### config.mk
export PLATFORM = sky130hd
export DESIGN_NAME = rom_reader_flat
export DESIGN_NICKNAME = d
export VERILOG_FILES = /design/src/rtl/rom_reader_if.sv /design/src/rtl/rom_reader.sv /design/src/flat_wrapper.sv
export SDC_FILE = /design/constraint.sdc
export NUM_CORES = 1
export LEC_CHECK = 0
export CAP_MARGIN = 20
export CORE_AREA = 3 3 76 78
export CTS_CLUSTER_DIAMETER = 200
export DETAILED_ROUTE_END_ITERATION = 10
export DIE_AREA = 0 0 79 81
export DONT_BUFFER_PORTS = 1
export PLACE_DENSITY = 0.52
export SYNTH_ARGS = -nofsm -noshare
export SYNTH_HDL_FRONTEND = slang
export SYNTH_SLANG_ARGS = --single-unit
### constraint.sdc
create_clock -name clk -period 4.5 [get_ports clk]
set_clock_uncertainty 0.1 [all_clocks]
set_input_delay 0.675 -clock clk [delete_from_list [all_inputs] [get_ports clk]]
set_output_delay 0.675 -clock clk [all_outputs]
set_load 0.01 [all_outputs]
### src/rtl/rom_reader_if.sv
// Command, ROM-side and stream-side signals of the rom_reader sequencer.
// The slave modport is the sequencer's view; the master modport is its environment.
interface rom_reader_if #(
    parameter int ADDR_W = 3,
    parameter int DATA_W = 8
);
    logic              start;
    logic [ADDR_W-1:0] base_addr;
    logic [ADDR_W:0]   count;
    logic              busy;
    logic              done;
    logic              rom_en;
    logic [ADDR_W-1:0] rom_addr;
    logic [DATA_W-1:0] rom_data;
    logic              out_valid;
    logic              out_ready;
    logic [DATA_W-1:0] out_data;
    logic              out_last;

    modport slave (
        input  start, base_addr, count, rom_data, out_ready,
        output busy, done, rom_en, rom_addr, out_valid, out_data, out_last
    );

    modport master (
        output start, base_addr, count, rom_data, out_ready,
        input  busy, done, rom_en, rom_addr, out_valid, out_data, out_last
    );
endinterface

### src/rtl/rom_reader.sv
// Sweeps a wrapping ROM address range on command and re-times the registered
// ROM read data onto a valid/ready stream through a 2-entry buffer.
module rom_reader #(
    parameter int ADDR_W = 3,
    parameter int DATA_W = 8,
    parameter int DEPTH  = 8
) (
    input  logic         clk,
    input  logic         rst,
    rom_reader_if.slave  bus
);
    localparam int CNT_W = ADDR_W + 1;

    typedef enum logic [1:0] {
        ST_IDLE  = 2'd0,
        ST_FETCH = 2'd1,
        ST_DRAIN = 2'd2
    } state_t;

    state_t            state_r;
    state_t            state_s;
    logic [ADDR_W-1:0] next_addr_r;
    logic [ADDR_W-1:0] last_addr_r;
    logic [CNT_W-1:0]  remain_r;
    logic              inflight_r;
    logic              inflight_last_r;
    logic              done_r;
    logic [DATA_W-1:0] buf_data_r [2];
    logic              buf_last_r [2];
    logic              rd_ptr_r;
    logic              wr_ptr_r;
    logic [1:0]        occ_r;

    logic accept_s;
    logic issue_s;
    logic last_issue_s;
    logic push_s;
    logic pop_s;
    logic last_pop_s;

    // Requests longer than the ROM are truncated to one full sweep.
    function automatic logic [CNT_W-1:0] clamp_len(input logic [CNT_W-1:0] req);
        if (req > CNT_W'(DEPTH)) begin
            return CNT_W'(DEPTH);
        end else begin
            return req;
        end
    endfunction

    // Handshake qualifiers and the issue rule shared by the FSM and datapath.
    always_comb begin
        accept_s     = (state_r == ST_IDLE) && bus.start && (bus.count != {CNT_W{1'b0}});
        pop_s        = (occ_r != 2'd0) && bus.out_ready;
        push_s       = inflight_r;
        // Buffered plus in-flight words must never exceed the two buffer slots.
        issue_s      = (state_r == ST_FETCH) &&
                       (({1'b0, occ_r} + {2'b00, inflight_r} - {2'b00, pop_s}) < 3'd2);
        last_issue_s = issue_s && (remain_r == CNT_W'(1));
        last_pop_s   = pop_s && buf_last_r[rd_ptr_r];
    end

    // Next-state logic of the transfer sequencer.
    always_comb begin
        state_s = state_r;
        case (state_r)
            ST_IDLE: begin
                if (accept_s) begin
                    state_s = ST_FETCH;
                end else begin
                    state_s = ST_IDLE;
                end
            end
            ST_FETCH: begin
                if (last_issue_s) begin
                    state_s = ST_DRAIN;
                end else begin
                    state_s = ST_FETCH;
                end
            end
            ST_DRAIN: begin
                if (last_pop_s) begin
                    state_s = ST_IDLE;
                end else begin
                    state_s = ST_DRAIN;
                end
            end
            default: begin
                state_s = ST_IDLE;
            end
        endcase
    end

    // FSM state register.
    always_ff @(posedge clk) begin
        if (rst) begin
            state_r <= ST_IDLE;
        end else begin
            state_r <= state_s;
        end
    end

    // Read address walk, remaining-read count, in-flight tracking and done pulse.
    always_ff @(posedge clk) begin
        if (rst) begin
            next_addr_r     <= {ADDR_W{1'b0}};
            last_addr_r     <= {ADDR_W{1'b0}};
            remain_r        <= {CNT_W{1'b0}};
            inflight_r      <= 1'b0;
            inflight_last_r <= 1'b0;
            done_r          <= 1'b0;
        end else begin
            if (accept_s) begin
                next_addr_r <= bus.base_addr;
                remain_r    <= clamp_len(bus.count);
            end else if (issue_s) begin
                // DEPTH is a power of two, so the natural overflow wraps 7 -> 0.
                next_addr_r <= next_addr_r + ADDR_W'(1);
                last_addr_r <= next_addr_r;
                remain_r    <= remain_r - CNT_W'(1);
            end else begin
                next_addr_r <= next_addr_r;
                remain_r    <= remain_r;
            end
            inflight_r      <= issue_s;
            inflight_last_r <= last_issue_s;
            done_r          <= (state_r == ST_DRAIN) && last_pop_s;
        end
    end

    // Two-slot output buffer; ROM data is only written the cycle after an issue.
    always_ff @(posedge clk) begin
        if (rst) begin
            for (int i = 0; i < 2; i++) begin
                buf_data_r[i] <= {DATA_W{1'b0}};
                buf_last_r[i] <= 1'b0;
            end
            rd_ptr_r <= 1'b0;
            wr_ptr_r <= 1'b0;
            occ_r    <= 2'd0;
        end else begin
            if (push_s) begin
                buf_data_r[wr_ptr_r] <= bus.rom_data;
                buf_last_r[wr_ptr_r] <= inflight_last_r;
                wr_ptr_r             <= ~wr_ptr_r;
            end
            if (pop_s) begin
                rd_ptr_r <= ~rd_ptr_r;
            end
            case ({push_s, pop_s})
                2'b10:   occ_r <= occ_r + 2'd1;
                2'b01:   occ_r <= occ_r - 2'd1;
                default: occ_r <= occ_r;
            endcase
        end
    end

    // Output drive; rom_addr shows the last issued address between issues.
    always_comb begin
        bus.rom_en    = issue_s;
        bus.rom_addr  = issue_s ? next_addr_r : last_addr_r;
        bus.busy      = (state_r != ST_IDLE);
        bus.done      = done_r;
        bus.out_valid = (occ_r != 2'd0);
        bus.out_data  = buf_data_r[rd_ptr_r];
        bus.out_last  = (occ_r != 2'd0) && buf_last_r[rd_ptr_r];
    end
endmodule
### src/flat_wrapper.sv
// flat-port wrapper written by rule: the top's interface ports become plain ports
module rom_reader_flat 
#(
    parameter int ADDR_W = 3,
    parameter int DATA_W = 8,
    parameter int DEPTH  = 8
)
  (clk, rst, bus_start, bus_base_addr, bus_count, bus_rom_data, bus_out_ready, bus_busy, bus_done, bus_rom_en, bus_rom_addr, bus_out_valid, bus_out_data, bus_out_last);
  rom_reader_if #(.ADDR_W(ADDR_W), .DATA_W(DATA_W)) bus_i ();
  input  logic clk;
  input  logic rst;
  input wire logic [$bits(bus_i.start)-1:0] bus_start;
  input wire logic [$bits(bus_i.base_addr)-1:0] bus_base_addr;
  input wire logic [$bits(bus_i.count)-1:0] bus_count;
  input wire logic [$bits(bus_i.rom_data)-1:0] bus_rom_data;
  input wire logic [$bits(bus_i.out_ready)-1:0] bus_out_ready;
  output wire logic [$bits(bus_i.busy)-1:0] bus_busy;
  output wire logic [$bits(bus_i.done)-1:0] bus_done;
  output wire logic [$bits(bus_i.rom_en)-1:0] bus_rom_en;
  output wire logic [$bits(bus_i.rom_addr)-1:0] bus_rom_addr;
  output wire logic [$bits(bus_i.out_valid)-1:0] bus_out_valid;
  output wire logic [$bits(bus_i.out_data)-1:0] bus_out_data;
  output wire logic [$bits(bus_i.out_last)-1:0] bus_out_last;
  assign bus_i.start = bus_start;
  assign bus_i.base_addr = bus_base_addr;
  assign bus_i.count = bus_count;
  assign bus_i.rom_data = bus_rom_data;
  assign bus_i.out_ready = bus_out_ready;
  assign bus_busy = bus_i.busy;
  assign bus_done = bus_i.done;
  assign bus_rom_en = bus_i.rom_en;
  assign bus_rom_addr = bus_i.rom_addr;
  assign bus_out_valid = bus_i.out_valid;
  assign bus_out_data = bus_i.out_data;
  assign bus_out_last = bus_i.out_last;
  rom_reader #(.ADDR_W(ADDR_W), .DATA_W(DATA_W), .DEPTH(DEPTH)) u_core (.clk(clk), .rst(rst), .bus(bus_i));
endmodule
==> impl_results.html <==
<table>
<tr><th>Metric</th><th>Value</th></tr>
<tr><th colspan="2">CTS</th></tr>
<tr><td>Number of buffers inserted by post-CTS setup repair</td><td>0</td></tr>
<tr><td>Number of sinks handled by clock tree synthesis</td><td>38</td></tr>
<tr><td>Insertion delay to the later sink of the worst-skew pair</td><td>roughly 0.29 ns</td></tr>
<tr><td>PostCTS Resize Cnt</td><td>0</td></tr>
<tr><td>CTS tree</td><td>yes</td></tr>
<tr><td>Buffer levels on the longest clock path</td><td>2</td></tr>
<tr><td>Hold buffer count at CTS</td><td>0</td></tr>
<tr><td>Register clock-pin slew on the reported worst setup and hold paths</td><td>0.08 ns</td></tr>
<tr><td>Number of CTS-inserted buffers</td><td>5</td></tr>
<tr><td>Master cell of the clock root buffer</td><td>clkbuf_8</td></tr>
<tr><td>H-tree depth reported by CTS</td><td>2</td></tr>
<tr><th colspan="2">Layout</th></tr>
<tr><td>Share of post-route cells with drive strength above 1</td><td>19.5%</td></tr>
<tr><td>Nets</td><td>186</td></tr>
<tr><td>Util after Layout</td><td>39.0%</td></tr>
<tr><td>Area growth from synthesis to layout</td><td>11.6%</td></tr>
<tr><td>Area of all placed cells without fillers</td><td>between 2000 and 2500 µm²</td></tr>
<tr><td>Antenna cell count</td><td>0</td></tr>
<tr><th colspan="2">Route</th></tr>
<tr><td>Number of nets with antenna violations after detailed routing</td><td>0</td></tr>
<tr><td>Iter 0 DRT Violations</td><td>38</td></tr>
<tr><td>Detailed-route wire length per cell</td><td>14.2 µm</td></tr>
<tr><td>Iteration count of the initial detailed-routing pass</td><td>4</td></tr>
<tr><td>DRC errors left</td><td>0</td></tr>
<tr><td>Mean number of vias per cell</td><td>between 4 and 5</td></tr>
<tr><td>Vias</td><td>between 1,000 and 1,500</td></tr>
<tr><td>Final routed wirelength across all metal layers</td><td>around 3300 µm</td></tr>
<tr><th colspan="2">Placement</th></tr>
<tr><td>Detailed Place HPWL</td><td>between 2000 and 2500 µm</td></tr>
<tr><td>Pre-CTS setup slack</td><td>~1.5 ns</td></tr>
<tr><td>Placed instance area</td><td>1870 µm²</td></tr>
<tr><td>Number of port buffers</td><td>0</td></tr>
<tr><td>Global placement routability congestion</td><td>0.721</td></tr>
<tr><th colspan="2">Outcome</th></tr>
<tr><td>Result of the run</td><td>complete, no violations</td></tr>
<tr><th colspan="2">Timing</th></tr>
<tr><td>Unrepaired setup endpoints after global routing</td><td>no</td></tr>
<tr><td>Final Hold Viols</td><td>0</td></tr>
<tr><td>Final Max Slew Viols</td><td>0</td></tr>
<tr><td>Part of the cycle the worst path needs</td><td>71.2%</td></tr>
<tr><td>Post-route minimum period</td><td>3.20 ns</td></tr>
<tr><td>Tightest Pin Transition</td><td>0.964 ns</td></tr>
<tr><td>Relative slew slack</td><td>35.6%</td></tr>
<tr><td>Highest clock rate</td><td>~310 MHz</td></tr>
<tr><td>Final-layout setup total negative slack</td><td>0 ns</td></tr>
<tr><td>Number of endpoints failing setup at the final stage</td><td>0</td></tr>
<tr><td>Hold_ws</td><td>0.341 ns</td></tr>
<tr><td>Least setup slack across all paths after layout</td><td>between 1 and 1.5 ns</td></tr>
<tr><th colspan="2">Worst hold path</th></tr>
<tr><td>Hold Crit Class</td><td>in -&gt; reg</td></tr>
<tr><th colspan="2">Setup path</th></tr>
<tr><td>Kind of start point of the critical path</td><td>flip-flop</td></tr>
<tr><td>Worst EP required</td><td>3.72 ns</td></tr>
<tr><td>Crit path capture type</td><td>output port</td></tr>
<tr><td>WP data arrival</td><td>2.43 ns</td></tr>
<tr><td>Type of the setup path with the least slack</td><td>reg -&gt; out</td></tr>
<tr><td>Critical-path maximum fanout</td><td>10</td></tr>
<tr><th colspan="2">Floorplanning</th></tr>
<tr><td>Row cnt</td><td>26</td></tr>
<tr><td>Overall die area</td><td>between 6000 and 7000 µm²</td></tr>
<tr><td>Core area</td><td>5140 µm²</td></tr>
<tr><td>Die Wd</td><td>between 70 and 80 µm</td></tr>
<tr><td>Initial standard-cell utilization of the core</td><td>about a third</td></tr>
<tr><td>Number of top-level pins</td><td>35</td></tr>
<tr><td>Overall die height</td><td>81 µm</td></tr>
<tr><th colspan="2">Global routing</th></tr>
<tr><td>Vias in the first global route</td><td>1,180</td></tr>
<tr><td>Overflow after GRT</td><td>0</td></tr>
<tr><td>Wire length of the first global-routing pass</td><td>approximately 5300 µm</td></tr>
<tr><td>Tot GR Track Use</td><td>between 10% and 20%</td></tr>
<tr><td>Pin count of the biggest net entering global routing</td><td>25</td></tr>
<tr><td>Number of antenna violations at the first check in global routing</td><td>0</td></tr>
<tr><th colspan="2">Synthesis</th></tr>
<tr><td>Largest family of logic cells by synthesized area</td><td>simple AND/OR/NAND/NOR gates</td></tr>
<tr><td>Xor-xnor portion of the synthesized cell area</td><td>3.83%</td></tr>
<tr><td>Top post-synthesis cells by count</td><td>20 x dfxtp_1, 18 x and2_1, 18 x edfxtp_1, 14 x nor2_1, 11 x mux2_2</td></tr>
<tr><td>Share of the synthesized area in compound gates (AO/OA/AOI/OAI)</td><td>9.81%</td></tr>
<tr><td>Distinct cell type count of the synthesized netlist</td><td>45</td></tr>
<tr><td>Post-Syn Nets</td><td>~180</td></tr>
<tr><td>Synthesis-stage register bit count</td><td>38</td></tr>
<tr><td>Area share of and/or/nand/nor cells after synthesis</td><td>about a fifth</td></tr>
<tr><td>Portion of netlist area occupied by mux cells</td><td>7.45%</td></tr>
<tr><td>Most used flip-flop cell after synthesis</td><td>dfxtp_1</td></tr>
<tr><td>Yosys warning count</td><td>0</td></tr>
<tr><td>Number of enable-type register cells in the synthesized netlist</td><td>18</td></tr>
<tr><td>Ys async rst share</td><td>0%</td></tr>
<tr><td>Share of synthesized area occupied by flip-flops and latches</td><td>a little over half</td></tr>
<tr><td>Biggest area consumer among synthesized cells</td><td>edfxtp_1</td></tr>
<tr><td>Cell area after synthesis</td><td>1800 µm²</td></tr>
<tr><td>Post-synthesis adder-cell area fraction</td><td>roughly 3.2%</td></tr>
<tr><td>Share of Yosys cell area claimed by the top area cell type</td><td>30.1%</td></tr>
<tr><td>Syn avg cell area</td><td>11.2 µm²</td></tr>
<tr><td>Synthesized netlist cell count</td><td>160</td></tr>
<tr><td>Leading cell type by number of instances after synthesis</td><td>dfxtp_1</td></tr>
<tr><td>Main area contributors after synthesis</td><td>edfxtp_1 30%, dfxtp_1 22%, mux2_2 6.9%</td></tr>
<tr><th colspan="2">Pwr</th></tr>
<tr><td>Power density relative to cell area</td><td>424 nW/µm²</td></tr>
<tr><td>Part of the power in combinational logic</td><td>12.0%</td></tr>
<tr><td>Sw frac</td><td>a little under a quarter</td></tr>
<tr><td>Clock share of power</td><td>40.7%</td></tr>
<tr><td>Pint</td><td>~650 µW</td></tr>
<tr><td>Flop pwr share</td><td>47.3%</td></tr>
<tr><td>Static Leak</td><td>around 0.75 nW</td></tr>
<tr><td>IR drop worst, VDD</td><td>0.000143 V</td></tr>
<tr><td>Switching power summed over all nets</td><td>197 µW</td></tr>
<tr><th colspan="2">Job</th></tr>
<tr><td>Max-cap check violation count</td><td>0</td></tr>
</table>
-- sequential cells by signal, summed over array words and instances, names as in the netlist, named ones only --
register / cells
u_core.inflight_last_r: 1
u_core.remain_r: 4
u_core.occ_r: 2
u_core.next_addr_r: 3
u_core.rd_ptr_r: 1
u_core.last_addr_r: 3
u_core.buf_data_r: 16
u_core.bus.done: 1
u_core.state_r: 2
u_core.buf_last_r: 2
u_core.inflight_r: 1
u_core.wr_ptr_r: 1
-- final timing paths --
path	start	endpoint	slack [ns]	cells past startpoint
worst max-delay path	u_core.occ_r[1]	bus_rom_addr[2]	1.30	6
worst min-delay path	rst	u_core.remain_r[2]	0.34	1
worst max register to register	u_core.occ_r[1]	u_core.last_addr_r[0]	2.02	7
worst min register to register	u_core.next_addr_r[1]	u_core.next_addr_r[1]	0.38	2
-- layout by cell type, fill, tap and decap left out, drive strengths merged --
cell     netlist  routed
a2bb2oi        2       2
and2          18      18
or3b           1       1
mux2          11      11
nor2b          6       6
a211oi         1       1
ha             3       3
nand3          1       1
mux2i          1       1
nor4           1       1
o21ai          4       4
o2bb2ai        1       1
and3b          1       1
edfxtp        18      18
o31ai          1       1
nor3b          3       3
nor2          14      14
or2            3       3
nor3           4       4
nand2          7       7
clkinv         0       1
nand2b         1       1
a21o           3       3
nor4b          2       2
a22oi          1       1
xnor2          3       3
a222oi         1       1
a221oi         3       3
bufinv         0       2
fa             1       1
o22ai          1       1
a32oi          1       1
xor2           4       4
inv            9       9
dfxtp         20      20
a21oi          4       4
or2b           1       1
clkbuf         2       5
-- critical path, stage by stage, from the launching register on --
cell and delay (ns):
dfxtp_1 0.51, o21ai_0 0.23, nor2_1 0.17, fa_1 0.44, and3b_2 0.26, nand2_4 0.15, mux2_2 0.39
-- power by group through the flow --
stage / Combinational (mW) / Sequential [mW] / Clock, mW
after floorplan: 0.0918 / 0.403 / 0
after global placement: 0.101 / 0.409 / 0
after detailed placement: 0.103 / 0.410 / 0
after CTS: 0.104 / 0.402 / 0.353
after global routing: 0.116 / 0.406 / 0.367
final: 0.102 / 0.402 / 0.346
-- cell families after synthesis --
kind of cell,count (synthesis)
simple gates,63
flops,38
compound gates,23
buf+inv,13
mux,12
xor+xnor,7
fa+ha+maj,4
-- stage by stage --
step,total power [mW],cells
after floorplan,0.495,160
after global placement,0.510,226
after detailed placement,0.514,226
after CTS,0.860,234
after global routing,0.889,234
final,0.850,234
-- layout make-up --
| class | count | area, µm² |
|---|---|---|
| clock inverters | 3 | 68.8 |
| flip-flops and latches | 38 | 941 |
| multi-input cells | 109 | 806 |
| fillers | 525 | 3130 |
| well taps | 70 | 87.6 |
| clock buffers | 5 | 68.8 |
| inverters | 9 | 33.8 |
-- layer usage --
layer | wire (µm) | track usage (%) | vias to the layer above
met3 | 230 | 5.76 | 2
li1 | - | - | 568
met2 | 1690 | 19.4 | 31
met4 | 15 | 3.61 | 0
met1 | 1390 | 11.7 | 536
met5 | 0 | 0 | -
No activity file was read; power rests on OpenSTA's default activity.
==> variant, RTL diff (same settings) <==
`DATA_W` is set to 8 in 3 places; all go to 10.
--- a/src/rtl/rom_reader_if.sv
+++ b/src/rtl/rom_reader_if.sv
@@ -4,3 +4,3 @@
     parameter int ADDR_W = 3,
-    parameter int DATA_W = 8
+    parameter int DATA_W = 10
 );
--- a/src/rtl/rom_reader.sv
+++ b/src/rtl/rom_reader.sv
@@ -4,3 +4,3 @@
     parameter int ADDR_W = 3,
-    parameter int DATA_W = 8,
+    parameter int DATA_W = 10,
     parameter int DEPTH  = 8
--- a/src/flat_wrapper.sv
+++ b/src/flat_wrapper.sv
@@ -4,3 +4,3 @@
     parameter int ADDR_W = 3,
-    parameter int DATA_W = 8,
+    parameter int DATA_W = 10,
     parameter int DEPTH  = 8
Interface: changed (resized bus_out_data and bus_rom_data); port bits go from 35 to 39. The function was not compared with the original's and may differ.
==> variant against the unedited design <==
Cell area grew 6.8%; power shrank 5.9%; setup slack lost 0.0078 ns; count of clock-buffer cells in the layout stayed put; wire length is 11% higher; synthesized area grew 9.7%; non-clock buffer count grew 1; sequential share of layout area up 2.6 points; sequential cell count rose by 4; highest routed layer unchanged.
==> variant: results (changes against the unedited design) <==
status = finished clean (unchanged)
YS warnings = 0 (unchanged)
vias in the first global route = 1339 (was 1180)
Skew-Pair Late Insertion Delay = 0.29 ns (about the same)
Pleak = 0.791 nW (was 0.745 nW)
top cells by area, synth = edfxtp_1 34%, dfxtp_1 20%, mux2_2 7.4% (was edfxtp_1 30%, dfxtp_1 22%, mux2_2 6.9%)
Total GRT Usage = 12.5% (was 11.2%)
worst vdd ir = 234 uV (was 143 uV)
CP max stage cell = fa_1 (was dfxtp_1)
first-pass GRT wire length = 6200 um (was 5340 um)
GP Congestion = 0.845 (was 0.721)
Seq/Total Area, Yosys = 53.8% (was 52.3%)
dpl hpwl = 2570 um (was 2370 um)
Starting DRT DRC Count = 46 (was 38)
hold path start = rst (unchanged)
GR Overflow Total = 0 (unchanged)
dpl cell area = 0.00204 sq mm (was 0.00187 sq mm)
CP Max Fanout = 10 (unchanged)
asr flop ratio synth = 0% (unchanged)
fraction of layout instances using a drive strength above 1 = 20.6% (was 19.5%)
R2R Path End = u_core.last_addr_r[2] (was u_core.last_addr_r[0])
Post-synth top cells = 22 x and2_1, 22 x edfxtp_1, 20 x dfxtp_1 (was 20 x dfxtp_1, 18 x and2_1, 18 x edfxtp_1)
max reg flops = 20 (was 16)
H-tree depth = 2 (unchanged)
DRT Wirelength = 3670 um (was 3320 um)
Post-synth EDFFs = 22 (was 18)
hold path cells = 1 (unchanged)
antenna violations before repair = 0 (unchanged)
CTS Buf Count = 5 (unchanged)
clock-pin transition on the worst setup and hold timing paths = 0.08 ns (about the same)
worst min-delay path class = in2reg (unchanged)
Regs by FF count = u_core.buf_data_r x20, u_core.remain_r x4 (was u_core.buf_data_r x16, u_core.remain_r x4)
Nets = 199 (was 186)
routed vias/inst = 5.17 (was 4.86)
largest stage delay on the critical path = 0.48 ns (was 0.51 ns)
top_reg_cell synth = edfxtp_1 (was dfxtp_1)
Worst-Margin Slew = 0.669 ns (was 0.964 ns)
TritonRoute pass-1 iters = 5 (was 4)
Yosys cell types = 45 (unchanged)
## variant: cell count changes after synthesis
cell      before  now
buf_2          2    1
edfxtp_1      18   22
clkbuf_1       2    5
mux2_2        11   13
and2_1        18   22
## variant: worst max-delay path by stage
stage                         start              end  slack, ns  depth (start not counted)
global route        u_core.occ_r[1]  bus_rom_addr[2]       1.10                          6
finish              u_core.occ_r[1]  bus_rom_addr[2]       1.29                          6
detailed placement    bus_out_ready  bus_rom_addr[2]       1.55                          6
global placement      bus_out_ready  bus_rom_addr[2]       1.56                          6
CTS                 u_core.occ_r[1]  bus_rom_addr[2]       1.26                          6
floorplan             bus_out_ready  bus_rom_addr[0]       1.64                          6
## variant: power breakdown
group,internal [mW],switching (mW)
clock network,0.112,0.134
registers,0.428,0.0174
logic,0.0483,0.0603
total,0.589,0.212
## variant: final cells by class
| cell class | count | area, sq um |
|---|---|---|
| multi-input cells | 115 | 858 |
| flip-flops and latches | 42 | 1060 |
| repair buffers | 1 | 7.51 |
| inverters | 9 | 33.8 |
| well taps | 70 | 87.6 |
| fillers | 527 | 3000 |
| clock buffers | 5 | 68.8 |
| clock inverters | 3 | 25.0 |
## variant: layer usage
layer  routed length (um)  global-route usage (%)  up-vias
met2                 1800                    21.1       37
met1                 1510                    13.8      609
li1                     -                       -      606
met4                  134                    6.19        0
met5                    0                       0        -
met3                  226                    4.66       15
## variant: logic make-up after synthesis
family                   Yosys count  synth area share (%)
adder cells (fa/ha/maj)            4                  2.92
flip-flops                        42                  53.8
AND/OR/NAND/NOR                   67                  20.0
buffers and inverters             15                  2.92
multiplexers                      14                  7.93
XOR/XNOR                           7                  3.49
AO/OA/AOI/OAI                     23                  8.95
## variant: worst reg2reg max path: stages, from the launching register on
cell and delay [ns]:
dfxtp_1 0.41, o21ai_0 0.36, nor2_1 0.11, fa_1 0.48, and3b_2 0.26, nand2_4 0.14, mux2_2 0.39, nor2b_1 0.14
## variant: through the flow
| step | hold WS [ns] | power (mW) | worst slack [ns] | cells | util, % |
|---|---|---|---|---|---|
| after global placement | 0.368 | 0.560 | 1.56 | 237 | 39.8 |
| after detailed placement | 0.381 | 0.564 | 1.55 | 237 | 39.8 |
| final | 0.344 | 0.800 | 1.29 | 245 | 41.7 |
| after floorplan | 0.351 | 0.543 | 1.64 | 172 | - |
| after CTS | 0.330 | 0.813 | 1.26 | 245 | 41.6 |
| after global routing | 0.315 | 0.847 | 1.10 | 245 | 41.7 |
